**src/rtl/key_cmd_unit.sv**
```systemverilog
// key_cmd_unit: debounces the raw keyboard keycode in the Clk domain,
// edge-detects presses and presents a frame-synchronous command set
// (movement levels, one-frame action pulses, filtered keycode, frame count).
// All outputs update only on the internal frame tick derived from frame_clk.
// Optional build macro KEYCMD_AUTOREPEAT_EN: a held fire key (44) re-fires
// every REPEAT_FRAMES frames after the initial press pulse.
module key_cmd_unit #(
  parameter int unsigned DEBOUNCE_CYCLES = 50000,
  parameter int unsigned REPEAT_FRAMES   = 8
) (
  input  logic        Clk,
  input  logic        Reset,
  input  logic        frame_clk,
  input  logic [7:0]  keycode,
  output logic [7:0]  cmd_keycode,
  output logic        move_left,
  output logic        move_right,
  output logic        jump_pulse,
  output logic        crouch_pulse,
  output logic        fire_pulse,
  output logic [15:0] frame_cnt
);

  localparam logic [7:0]  KEY_A     = 8'd4;
  localparam logic [7:0]  KEY_D     = 8'd7;
  localparam logic [7:0]  KEY_S     = 8'd22;
  localparam logic [7:0]  KEY_W     = 8'd26;
  localparam logic [7:0]  KEY_SPACE = 8'd44;
  localparam logic [15:0] CNT_LAST  = 16'(DEBOUNCE_CYCLES - 1);

  if (DEBOUNCE_CYCLES < 1 || DEBOUNCE_CYCLES > 65535) begin : g_bad_debounce
    $error("DEBOUNCE_CYCLES out of range 1..65535");
  end
  if (REPEAT_FRAMES < 1 || REPEAT_FRAMES > 255) begin : g_bad_repeat
    $error("REPEAT_FRAMES out of range 1..255");
  end

  typedef enum logic [1:0] {
    IDLE,
    COUNT,
    STABLE
  } dbnc_state_e;

  dbnc_state_e state_q, state_d;
  logic [7:0]  cand_q, cand_d;
  logic [15:0] cnt_q, cnt_d;
  logic [7:0]  stable_q, stable_d;
  logic [7:0]  stable_prev_q;

  logic s1_q, s2_q, s3_q;
  logic tick;

  logic press_edge;
  logic jump_edge, crouch_edge, fire_edge;
  logic jump_pend_q, crouch_pend_q, fire_pend_q;
  logic fire_rpt;

  // frame_clk synchroniser plus delay flop for rising-edge detection
  always_ff @(posedge Clk) begin
    if (Reset) begin
      s1_q <= 1'b0;
      s2_q <= 1'b0;
      s3_q <= 1'b0;
    end else begin
      s1_q <= frame_clk;
      s2_q <= s1_q;
      s3_q <= s2_q;
    end
  end

  assign tick = s2_q & ~s3_q;

  // Debounce state register and datapath registers
  always_ff @(posedge Clk) begin
    if (Reset) begin
      state_q       <= IDLE;
      cand_q        <= '0;
      cnt_q         <= '0;
      stable_q      <= '0;
      stable_prev_q <= '0;
    end else begin
      state_q       <= state_d;
      cand_q        <= cand_d;
      cnt_q         <= cnt_d;
      stable_q      <= stable_d;
      stable_prev_q <= stable_q;
    end
  end

  // Debounce next-state: any keycode change restarts counting from every state
  always_comb begin
    state_d = state_q;
    if (keycode != cand_q) begin
      state_d = COUNT;
    end else begin
      case (state_q)
        COUNT:   if (cnt_q == CNT_LAST) state_d = STABLE;
        default: state_d = state_q;
      endcase
    end
  end

  // Debounce datapath: capture candidate, count stable cycles, accept
  always_comb begin
    cand_d   = cand_q;
    cnt_d    = cnt_q;
    stable_d = stable_q;
    if (keycode != cand_q) begin
      cand_d = keycode;
      cnt_d  = '0;
    end else if (state_q == COUNT) begin
      if (cnt_q == CNT_LAST) begin
        stable_d = cand_q;
      end else if (cnt_q != '1) begin
        cnt_d = cnt_q + 16'd1;
      end
    end
  end

  // A press edge is seen the cycle after stable takes a new value, so the
  // tick that consumes it already reports the new key on cmd_keycode.
  assign press_edge  = (stable_q != stable_prev_q);
  assign jump_edge   = press_edge & (stable_q == KEY_W);
  assign crouch_edge = press_edge & (stable_q == KEY_S);
  assign fire_edge   = press_edge & (stable_q == KEY_SPACE);

  // Pending presses accumulate between ticks; an edge on the tick goes
  // straight to the output and is not re-pended
  always_ff @(posedge Clk) begin
    if (Reset || tick) begin
      jump_pend_q   <= 1'b0;
      crouch_pend_q <= 1'b0;
      fire_pend_q   <= 1'b0;
    end else begin
      jump_pend_q   <= jump_pend_q   | jump_edge;
      crouch_pend_q <= crouch_pend_q | crouch_edge;
      fire_pend_q   <= fire_pend_q   | fire_edge;
    end
  end

`ifdef KEYCMD_AUTOREPEAT_EN
  localparam logic [7:0] RPT_N = 8'(REPEAT_FRAMES);

  logic [7:0] rpt_q;

  // Repeat counter: counts ticks after the initial fire pulse while 44 is held
  always_ff @(posedge Clk) begin
    if (Reset || (stable_q != KEY_SPACE)) begin
      rpt_q <= '0;
    end else if (tick) begin
      if (fire_pend_q || fire_edge || (rpt_q + 8'd1 == RPT_N)) begin
        rpt_q <= '0;
      end else begin
        rpt_q <= rpt_q + 8'd1;
      end
    end
  end

  assign fire_rpt = tick & (stable_q == KEY_SPACE) & ~(fire_pend_q | fire_edge)
                    & (rpt_q + 8'd1 == RPT_N);
`else
  assign fire_rpt = 1'b0;
`endif

  // Frame-synchronous outputs, changed only on tick
  always_ff @(posedge Clk) begin
    if (Reset) begin
      cmd_keycode  <= '0;
      move_left    <= 1'b0;
      move_right   <= 1'b0;
      jump_pulse   <= 1'b0;
      crouch_pulse <= 1'b0;
      fire_pulse   <= 1'b0;
      frame_cnt    <= '0;
    end else if (tick) begin
      cmd_keycode  <= stable_q;
      move_left    <= (stable_q == KEY_A);
      move_right   <= (stable_q == KEY_D);
      jump_pulse   <= jump_pend_q | jump_edge;
      crouch_pulse <= crouch_pend_q | crouch_edge;
      fire_pulse   <= fire_pend_q | fire_edge | fire_rpt;
      frame_cnt    <= frame_cnt + 16'd1;
    end
  end

endmodule
```
**config.mk**
```make
export PLATFORM = sky130hd
export DESIGN_NAME = key_cmd_unit
export DESIGN_NICKNAME = d
export VERILOG_FILES = /design/src/rtl/key_cmd_unit.sv
export SDC_FILE = /design/constraint.sdc
export NUM_CORES = 1
export LEC_CHECK = 0
export BUFFER_PORTS_ARGS = -buffer_cell sky130_fd_sc_hd__buf_2
export CORE_MARGIN = 2
export CORE_UTILIZATION = 57
export CTS_BUF_LIST = sky130_fd_sc_hd__clkbuf_4 sky130_fd_sc_hd__clkbuf_8 sky130_fd_sc_hd__clkbuf_16
export CTS_CLUSTER_DIAMETER = 120
export DETAILED_ROUTE_END_ITERATION = 8
export PLACE_DENSITY = 0.89
export SYNTH_ARGS = -nofsm -noshare
export SYNTH_HDL_FRONTEND = slang
export SYNTH_SLANG_ARGS = --single-unit
export TNS_END_PERCENT = 20
```
**constraint.sdc**
```tcl
create_clock -name Clk -period 2.4 [get_ports Clk]
set_input_delay 0.36 -clock Clk [delete_from_list [all_inputs] [get_ports Clk]]
set_output_delay 0.36 -clock Clk [all_outputs]
set_load 0.01 [all_outputs]
```
==> out/metrics.cfg, run 1 <==
[status]
status=finished clean

[routing]
firstDrtPassIters=4
wl_per_cell_um=13.1
drt_iter0_markers=113
drc_errors=0
final_antenna_net_count=0
wirelength_mm=6.10
vias=2526
viasPerCell=5.43

[sta]
skew_ns=0.0114
clock.fmax_mhz=436
worst_slew_pin_slew_ns=0.834
slew_headroom_pct=44.1
rsz0062_at_grt=no
fin_crit_sh_pct=95.5
fin_setup_tns_ns=0
worst_hold_slack_ns=0.232
slew_violations=0
fin_crit_ns=2.29
finalHoldViolations=0
setup_viol=0

[clocking]
cts_made_buffers=9
cts_max_level=3
clock_sinks=77
post_cts_resized=0
path_clk_slew_ns=0.08
clk_path_buf_depth=2
cts_setup_buffers=0
root_buffer=clkbuf_8
insertion_delay_ns=0.35
cts_hold_buffers=0
cts_tree=yes

[grt]
grt_pass1_vias=2365
grt_max_degree=51
grt-ovfl-total=0
groute.usage.overall_pct=21.4
grt_pass1_wl_mm=10.4
antenna_found_initial=0

[critical_path]
arrival_ns=2.57
crit_fanout=13
setup.worst_path.class=reg -> reg
reg2regPathDepth=5
rrSetupSlack_ns=0.11
worst-endpoint-required_ns=2.68
worstReg2RegStart=cnt_q[10]
endpoint_kind=flip-flop
critPathLaunchType=flip-flop
rr_endpoint=cnt_q[3]

[cells_and_area]
syn_to_final_growth_pct=14.0
finalNetCount=401
final_util_pct=66.2
final_layout_size_suffix_gt1_share_pct=16.5
final_common_cell=dfxtp_1
final_cell_mix=dfxtp_1 (77), nor2_1 (43), buf_2 (39)
antenna-diode-count=0

[die]
rows=27
ioPinCount=40
fp.dieW_um=78.2
fp.dieH_um=78.2
dieArea_mm2=0.00611
core_area_mm2=0.00541
start_util_pct=58.1

[synthesis]
yosysSeqAreaShare_pct=49.1
synthCells=351
synth_edf_count=0
synth_largest_area_cell=dfxtp_1
syn_area_mm2=0.00314
synth_top_area_share_pct=49.1
ys_seq_elements=77
synth_warnings=0
synth.distinct_cells=38
yosys-top-cells-area=dfxtp_1 (49%), nor2_1 (5.1%), xor2_1 (5.0%), xnor2_1 (4.7%), nand2_1 (3.9%)
async_reset_ff_share_pct=0
synth.net_count=364
synth_top_flop_cell=dfxtp_1
synth_area_per_cell_um2=8.94

[power]
p_total_w=0.00228
pwr_density_cell_mw_per_mm2=637
peakVddDrop_v=0.000354
p_leak_nw=1.35

[hold_path]
hold_class=in -> reg
hold_end=s1_q
min_delay_path_depth=2
hold_path.startpoint=frame_clk

[placement]
place_congestion=0.797
io_buffers=39
dp_hpwl_mm=4.30

[run]
maxCapViolations=0

## layer usage
metal	up-vias	global-route usage, %	part of all wire, %
met5	-	0	0
met4	0	11.2	2.3
met3	13	5.06	3.1
met2	42	36.1	50
met1	1189	25.3	45
li1	1282	-	-
## cell usage after synthesis, types with 2 or more instances
cell      number
dfxtp_1       77
nor2b_1       19
a31oi_1        2
xor2_1        18
inv_1          6
and3_1         5
nand2b_1       2
a21oi_1       20
nand3_1        9
nor3_1        11
nand4_1       11
or4_4          2
a41oi_1        2
xnor2_1       17
nor2_1        43
o21ai_0        9
clkbuf_1      15
and4_1         2
nand2_1       33
a211oi_1       4
nor4_1         8
or3_1         11
ha_1           2
mux2i_1        9
## registers in the layout (all words and copies together), names as in the netlist
name / cells
cnt_q: 16
frame_cnt: 16
cand_q: 8
cmd_keycode: 8
stable_prev_q: 8
stable_q: 8
state_q: 2
crouch_pend_q: 1
crouch_pulse: 1
fire_pend_q: 1
fire_pulse: 1
jump_pend_q: 1
jump_pulse: 1
move_left: 1
move_right: 1
s1_q: 1
s2_q: 1
s3_q: 1
## area by class of cell
type / count / area [µm²]
well taps: 72 / 90.1
clock inverters: 5 / 33.8
fillers: 450 / 1830
inverters: 6 / 22.5
multi-input cells: 250 / 1500
flip-flops and latches: 77 / 1540
clock buffers: 11 / 151
repair buffers: 44 / 233
## metrics by stage
stage / instance area [µm²] / setup slack (ns) / instances
floorplan: 3140 / 0.195 / 351
global placement: 3390 / 0.213 / 449
detailed placement: 3390 / 0.165 / 449
CTS: 3580 / 0.134 / 465
global route: 3580 / 0.00246 / 465
finish: 3580 / 0.107 / 465
## how the worst max path moves through the flow
stage | from | end | slack, ns | cells past startpoint
6_report | cnt_q[10] | cnt_q[3] | 0.11 | 5
5_1_grt | cnt_q[10] | cnt_q[6] | 0.002 | 5
4_1_cts | cnt_q[10] | cnt_q[3] | 0.13 | 5
3_5_place_dp | cnt_q[10] | cnt_q[1] | 0.17 | 5
3_3_place_gp | cnt_q[10] | cnt_q[1] | 0.21 | 5
2_1_floorplan | cnt_q[10] | stable_q[0] | 0.19 | 5
## critical path, cell delays in order (launching register included)
cell and delay, ns:
dfxtp_1 0.35, or4_4 0.54, or4_4 0.52, o211ai_1 0.41, o21ai_0 0.23, a21oi_1 0.15
## power breakdown
group / internal (W) / switching (W)
Sequential: 0.00129 / 0.00000971
Clock: 0.000431 / 0.000468
Combinational: 0.0000312 / 0.0000468
Total: 0.00175 / 0.000525
## cell families (layout without fill, tap and decap cells)
group / after synthesis / count (layout) / share of synthesized area [%]
AND/OR/NAND/NOR: 162 / 162 / 26.7
XOR/XNOR: 35 / 35 / 9.77
flip-flops: 77 / 77 / 49.1
adder cells (fa/ha/maj): 2 / 2 / 0.797
AO/OA/AOI/OAI: 42 / 42 / 7.78
multiplexers: 9 / 9 / 2.87
buffers and inverters: 24 / 66 / 2.95
(Power assumes the default switching activity.)
==> run 2, diff against run 1 <==
--- a/config.mk
+++ b/config.mk
@@ -6,7 +6,7 @@
 export NUM_CORES = 1
 export LEC_CHECK = 0
 export BUFFER_PORTS_ARGS = -buffer_cell sky130_fd_sc_hd__buf_2
-export CORE_MARGIN = 2
+export CORE_MARGIN = 1
 export CORE_UTILIZATION = 57
 export CTS_BUF_LIST = sky130_fd_sc_hd__clkbuf_4 sky130_fd_sc_hd__clkbuf_8 sky130_fd_sc_hd__clkbuf_16
 export CTS_CLUSTER_DIAMETER = 120
==> run 2 against run 1 <==
  * Combinational power increased by 2%
  * Total power increased by 7.5%
  * Register-to-register slack about the same
==> out/metrics.cfg, run 2 (synthesis results as in run 1) <==
[die]
fp.dieW_um=76.2  ; -2.6%
start_util_pct=60.3  ; +2.2 points
fp.dieH_um=76.2  ; -2.6%
ioPinCount=40  ; unchanged
rows=26  ; -3.7%
core_area_mm2=0.00520  ; -3.7%
dieArea_mm2=0.00581  ; -5.0%

[clocking]
root_buffer=clkbuf_8
path_clk_slew_ns=0.08  ; about the same
insertion_delay_ns=0.35  ; about the same
clk_path_buf_depth=2  ; unchanged
post_cts_resized=0  ; unchanged
clock_sinks=77  ; unchanged
cts_max_level=3  ; unchanged
cts_setup_buffers=0  ; unchanged
cts_hold_buffers=0  ; unchanged
cts_made_buffers=9  ; unchanged
cts_tree=yes

[sta]
fin_crit_ns=2.28  ; -0.00854 ns
timing.final.ws_setup_ns=0.116  ; +0.00854 ns
fin_setup_tns_ns=0  ; unchanged
clock.fmax_mhz=438  ; +0.37%
worst_slew_pin_slew_ns=0.849  ; +0.0148 ns
setup_viol=0  ; unchanged
skew_ns=0.0101  ; -0.00129 ns
slew_headroom_pct=43.1  ; -0.99 points
slew_violations=0  ; unchanged
fin_crit_sh_pct=95.2  ; -0.36 points
finalHoldViolations=0  ; unchanged
rsz0062_at_grt=no
worst_hold_slack_ns=0.220  ; -0.0129 ns

[placement]
place_congestion=0.798  ; +0.16%
dp_hpwl_mm=4.21  ; -2.0%
io_buffers=39  ; unchanged
pre_cts_ws_ns=0.160  ; -0.00521 ns

[power]
peakVddDrop_v=0.000491  ; +39%
p_total_w=0.00245  ; +7.5%
pwr_density_cell_mw_per_mm2=677  ; +6.3%
power_frac_clock_pct=43.6  ; +4.1 points
switching_share_pct=20.7  ; -2.3 points
p_leak_nw=1.37  ; +1.6%
switching_power_w=0.000507  ; -3.5%
seq_power_share_pct=53.1  ; -4.0 points
p_comb_share_pct=3.3  ; about the same
internal-power_w=0.00194  ; +11%

[routing]
wl_per_cell_um=13.6  ; +3.5%
viasPerCell=5.52  ; +1.5%
drt_iter0_markers=116  ; +2.7%
firstDrtPassIters=4  ; unchanged
vias=2554  ; +1.1%
drc_errors=0  ; unchanged
wirelength_mm=6.29  ; +3.1%
final_antenna_net_count=0  ; unchanged

[critical_path]
rrSetupSlack_ns=0.12  ; about the same
setup.worst_path.class=reg -> reg
crit_fanout=13  ; unchanged
arrival_ns=2.49  ; -0.08 ns
endpoint_kind=flip-flop
worst-endpoint-required_ns=2.61  ; -0.07 ns
critPathLaunchType=flip-flop

[status]
status=finished clean

[cells_and_area]
final_common_cell=dfxtp_1
final_layout_size_suffix_gt1_share_pct=16.5  ; unchanged
syn_to_final_growth_pct=15.2
finalNetCount=402  ; +0.25%
reg.largest.list=cnt_q: 16 flops, frame_cnt: 16 flops
final_cell_mix=dfxtp_1 (77), nor2_1 (43), buf_2 (39)
antenna-diode-count=0  ; unchanged
final_util_pct=69.4  ; +3.3 points

[grt]
grt_pass1_wl_mm=11.0  ; +5.7%
groute.usage.overall_pct=23.8  ; +2.4 points
grt_max_degree=61  ; +20%
antenna_found_initial=0  ; unchanged
grt-ovfl-total=0  ; unchanged
grt_pass1_vias=2457  ; +3.9%

[run]
maxCapViolations=0  ; unchanged

[hold_path]
hold_class=in -> reg

-- run 2: area by class of cell --
cell class | count | area, µm²
multi-input cells | 250 | 1500
fillers | 409 | 1590
well taps | 70 | 87.6
clock inverters | 4 | 72.6
repair buffers | 45 | 240
inverters | 6 | 22.5
flip-flops and latches | 77 | 1540
clock buffers | 11 | 145
-- run 2: layer usage --
layer	part of all wire [%]	vias up	GRT usage, %	wire, µm
li1	-	1289	-	-
met1	44	1192	27.2	2760
met2	50	55	40.3	3140
met3	3.3	18	5.87	210
met4	2.8	0	14.0	175
met5	0	-	0	0
-- run 2: power groups by stage --
stage	Combinational, W	Clock (W)	Sequential (W)
after CTS	0.0000802	0.00108	0.00130
after global placement	0.0000778	0	0.00133
final	0.0000796	0.00107	0.00130
after floorplan	0.0000549	0	0.00133
after global routing	0.0000881	0.00115	0.00130
after detailed placement	0.0000800	0	0.00133
-- run 2: stage by stage --
step,std cells,cell area (µm²)
after floorplan,351,3140
after global placement,448,3400
after detailed placement,448,3400
after CTS,463,3610
after global routing,463,3610
final,463,3610
-- run 2: worst max-delay path, cell delays in order, from the launching register on --
cell      delay [ns]
dfxtp_1         0.34
or4_4           0.54
or4_4           0.52
o211ai_1        0.42
mux2i_1         0.27
nor2_1          0.06
-- run 2: final timing paths --
| path | startpoint | to | depth (start not counted) |
|---|---|---|---|
| worst max-delay path | cnt_q[10] | cnt_q[1] | 5 |
| worst min-delay path | frame_clk | s1_q | 2 |
| worst max register to register | cnt_q[10] | cnt_q[1] | 5 |
| worst min register to register | s1_q | s2_q | 1 |
==> run 3, diff against run 2 <==
--- a/config.mk
+++ b/config.mk
@@ -5,9 +5,10 @@
 export SDC_FILE = /design/constraint.sdc
 export NUM_CORES = 1
 export LEC_CHECK = 0
+export ABC_AREA = 1
 export BUFFER_PORTS_ARGS = -buffer_cell sky130_fd_sc_hd__buf_2
 export CORE_MARGIN = 1
-export CORE_UTILIZATION = 57
+export CORE_UTILIZATION = 58
 export CTS_BUF_LIST = sky130_fd_sc_hd__clkbuf_4 sky130_fd_sc_hd__clkbuf_8 sky130_fd_sc_hd__clkbuf_16
 export CTS_CLUSTER_DIAMETER = 120
 export DETAILED_ROUTE_END_ITERATION = 8
==> run 3 against run 2 <==
  * Synthesized cell count up 49%
  * Maximum frequency up 31%
  * Highest routed layer unchanged
  * Clock skew is 0.00090 ns lower
  * Worst setup slack better by 0.54 ns
  * Via count increased by 29%
  * First-iteration DRC count rose by 45%
  * Core utilization shrank 0.42 points
  * Combinational power is 24% higher
  * Total power increased by 7.4%
  * Sequential cell count unchanged
==> out/metrics.cfg, run 3 <==
[clocking]
post_cts_resized=0  ; unchanged
root_buffer=clkbuf_8
cts_made_buffers=9  ; unchanged
cts_hold_buffers=0  ; unchanged
cts_max_level=3  ; unchanged
cts_setup_buffers=0  ; unchanged
insertion_delay_ns=0.36  ; about the same
path_clk_slew_ns=0.08  ; about the same
clk_path_buf_depth=2  ; unchanged
cts_tree=yes
clock_sinks=77  ; unchanged

[sta]
worst_slew_pin_slew_ns=0.540  ; -0.310 ns
fin_setup_tns_ns=0  ; unchanged
fin_crit_sh_pct=72.7  ; -22 points
setup_viol=0  ; unchanged
worst_hold_slack_ns=0.201  ; -0.0182 ns
skew_ns=0.00920  ; -0.000904 ns
clock.fmax_mhz=573  ; +31%
slew_violations=0  ; unchanged
fin_crit_ns=1.75  ; -0.538 ns
slew_headroom_pct=64.0  ; +21 points
finalHoldViolations=0  ; unchanged
rsz0062_at_grt=no

[routing]
wirelength_mm=7.68  ; +22%
firstDrtPassIters=5  ; +1
final_antenna_net_count=0  ; unchanged
viasPerCell=5.11  ; -7.3%
drt_iter0_markers=168  ; +45%
wl_per_cell_um=11.9  ; -12%
drc_errors=0  ; unchanged
vias=3287  ; +29%

[cells_and_area]
finalNetCount=576  ; +43%
final.fill_count=477  ; +17%
multi_input_area_mm2=0.00176  ; +17%
reg.largest.list=cnt_q: 16 flops, frame_cnt: 16 flops
final_common_cell=nand2_1
syn_to_final_growth_pct=13.0
final_layout_size_suffix_gt1_share_pct=15.3  ; -1.2 points
seqCellArea_mm2=0.00154  ; unchanged
antenna-diode-count=0  ; unchanged
final_util_pct=69.0  ; -0.42 points
final_cell_mix=nand2_1 (153), dfxtp_1 (77), nor2_1 (76)

[grt]
grt_max_degree=20  ; -67%
grt.met2_usage_pct=43.1  ; +2.8 points
use_met1_pct=31.3  ; +4.1 points
antenna_found_initial=0  ; unchanged
grtUsageMet3_pct=6.33  ; +0.47 points
grt_pass1_vias=3097  ; +26%
busiest_layer=met2
grt-ovfl-total=0  ; unchanged
grt_pass1_wl_mm=13.1  ; +19%
groute.usage.overall_pct=25.9  ; +2.1 points

[critical_path]
crit_top_cell=nor2_2
critical-path-slowest-cell=nor2_2
critPathLaunchType=flip-flop
path_cells=ha_1 > nand3_2 > nor2_2 > nand2_4 > nand2_2 > nor2_2 > nand2_1 > a21oi_2
path_buf_inv=0  ; unchanged
endpoint_kind=flip-flop
setup.worst_path.class=reg -> reg
worst-endpoint-required_ns=2.69  ; +0.08 ns
cpPeakStageDelay_ns=0.43  ; -0.11 ns
crit_family=simple AND/OR/NAND/NOR gates
arrival_ns=2.04  ; -0.45 ns
crit_fanout=13  ; unchanged

[synthesis]
async_reset_ff_share_pct=0  ; unchanged
synth_area_per_cell_um2=7.01  ; -22%
synth.net_count=535  ; +47%
synth_top_area_share_pct=42.1  ; -7.0 points
synth_warnings=0  ; unchanged
synth_largest_area_cell=dfxtp_1
syn_area_mm2=0.00366  ; +17%
synthCells=522  ; +49%
synth_top_flop_cell=dfxtp_1
synth_edf_count=0  ; unchanged
synth_common_cells=nand2_1 (153), dfxtp_1 (77), nor2_1 (76), inv_1 (66), a21oi_1 (25)
yosys-top-cells-area=dfxtp_1 (42%), nand2_1 (16%), nor2_1 (7.8%), inv_1 (6.8%), a21oi_1 (3.4%)
synth.distinct_cells=37  ; -2.6%
yosysMostFrequentCell=nand2_1
ys_seq_elements=77  ; unchanged
yosysSeqAreaShare_pct=42.1  ; -7.0 points

[die]
fp.dieH_um=81.4  ; +6.9%
rows=28  ; +7.7%
dieArea_mm2=0.00663  ; +14%
start_util_pct=61.1  ; +0.78 points
fp.dieW_um=81.4  ; +6.9%
core_area_mm2=0.00599  ; +15%
ioPinCount=40  ; unchanged

[power]
pwr_density_cell_mw_per_mm2=636  ; -6.1%
p_leak_nw=1.81  ; +32%
peakVddDrop_v=0.000443  ; -9.6%
p_total_w=0.00263  ; +7.4%

[status]
status=finished clean

[placement]
place_congestion=0.837  ; +5.0%
io_buffers=39  ; unchanged
dp_hpwl_mm=5.52  ; +31%

[hold_path]
hold_class=in -> reg

[run]
maxCapViolations=0  ; unchanged

run 3: cell types whose count changed after synthesis, sizes merged, moves of 8 or more:
cell,previous run,this run
nor4,9,0
inv,6,69
nand2,33,158
clkbuf,16,2
mux2i,9,0
nor2b,19,0
buf,2,10
nand3,9,25
a21oi,20,34
xor2,18,5
or3,11,0
nor2,43,83
run 3: logic make-up (layout without fill, tap and decap cells):
family	count (synthesis)	in the layout	synth area share (%)
AND/OR/NAND/NOR	290	290	34.3
buffers and inverters	82	128	9.64
flip-flops	77	77	42.1
AO/OA/AOI/OAI	56	56	9.64
XOR/XNOR	15	15	3.59
adder cells (fa/ha/maj)	2	2	0.684
run 3: worst paths after layout:
check | from | end | slack (ns) | depth (start not counted)
worst max-delay path | cnt_q[0] | cnt_q[3] | 0.65 | 8
worst min-delay path | frame_clk | s1_q | 0.20 | 3
worst max register to register | cnt_q[0] | cnt_q[3] | 0.65 | 8
worst min register to register | s1_q | s2_q | 0.44 | 2
run 3: routing by layer:
metal | part of all wire [%] | wire [µm]
met4 | 2.2 | 170
met3 | 5.2 | 402
met1 | 45 | 3440
met2 | 48 | 3670
met5 | 0 | 0
run 3: power breakdown:
part	switching [W]	internal (W)	total (W)
Sequential	0.00000667	0.00129	0.00129
Clock	0.000506	0.000730	0.00124
Combinational	0.0000680	0.0000310	0.0000991
Total	0.000581	0.00205	0.00263
run 3: metrics by stage:
stage / worst slack (ns) / cell area, µm² / cells
floorplan: 0.911 / 3660 / 522
global placement: 0.723 / 3880 / 627
detailed placement: 0.665 / 3880 / 627
CTS: 0.650 / 4130 / 643
global route: 0.493 / 4130 / 643
finish: 0.654 / 4130 / 643
run 3: cell type report:
type / count / share of cell area (%)
clock buffers: 10 / 3.33
clock inverters: 6 / 2.81
inverters: 70 / 6.36
multi-input cells: 363 / 42.7
flip-flops and latches: 77 / 37.3
well taps: 75 / 2.27
repair buffers: 42 / 5.27
run 3: tightest hold or removal path, cell delays in order:
cell and delay (ns):
buf_2 0.09, inv_1 0.04, nor2_1 0.03
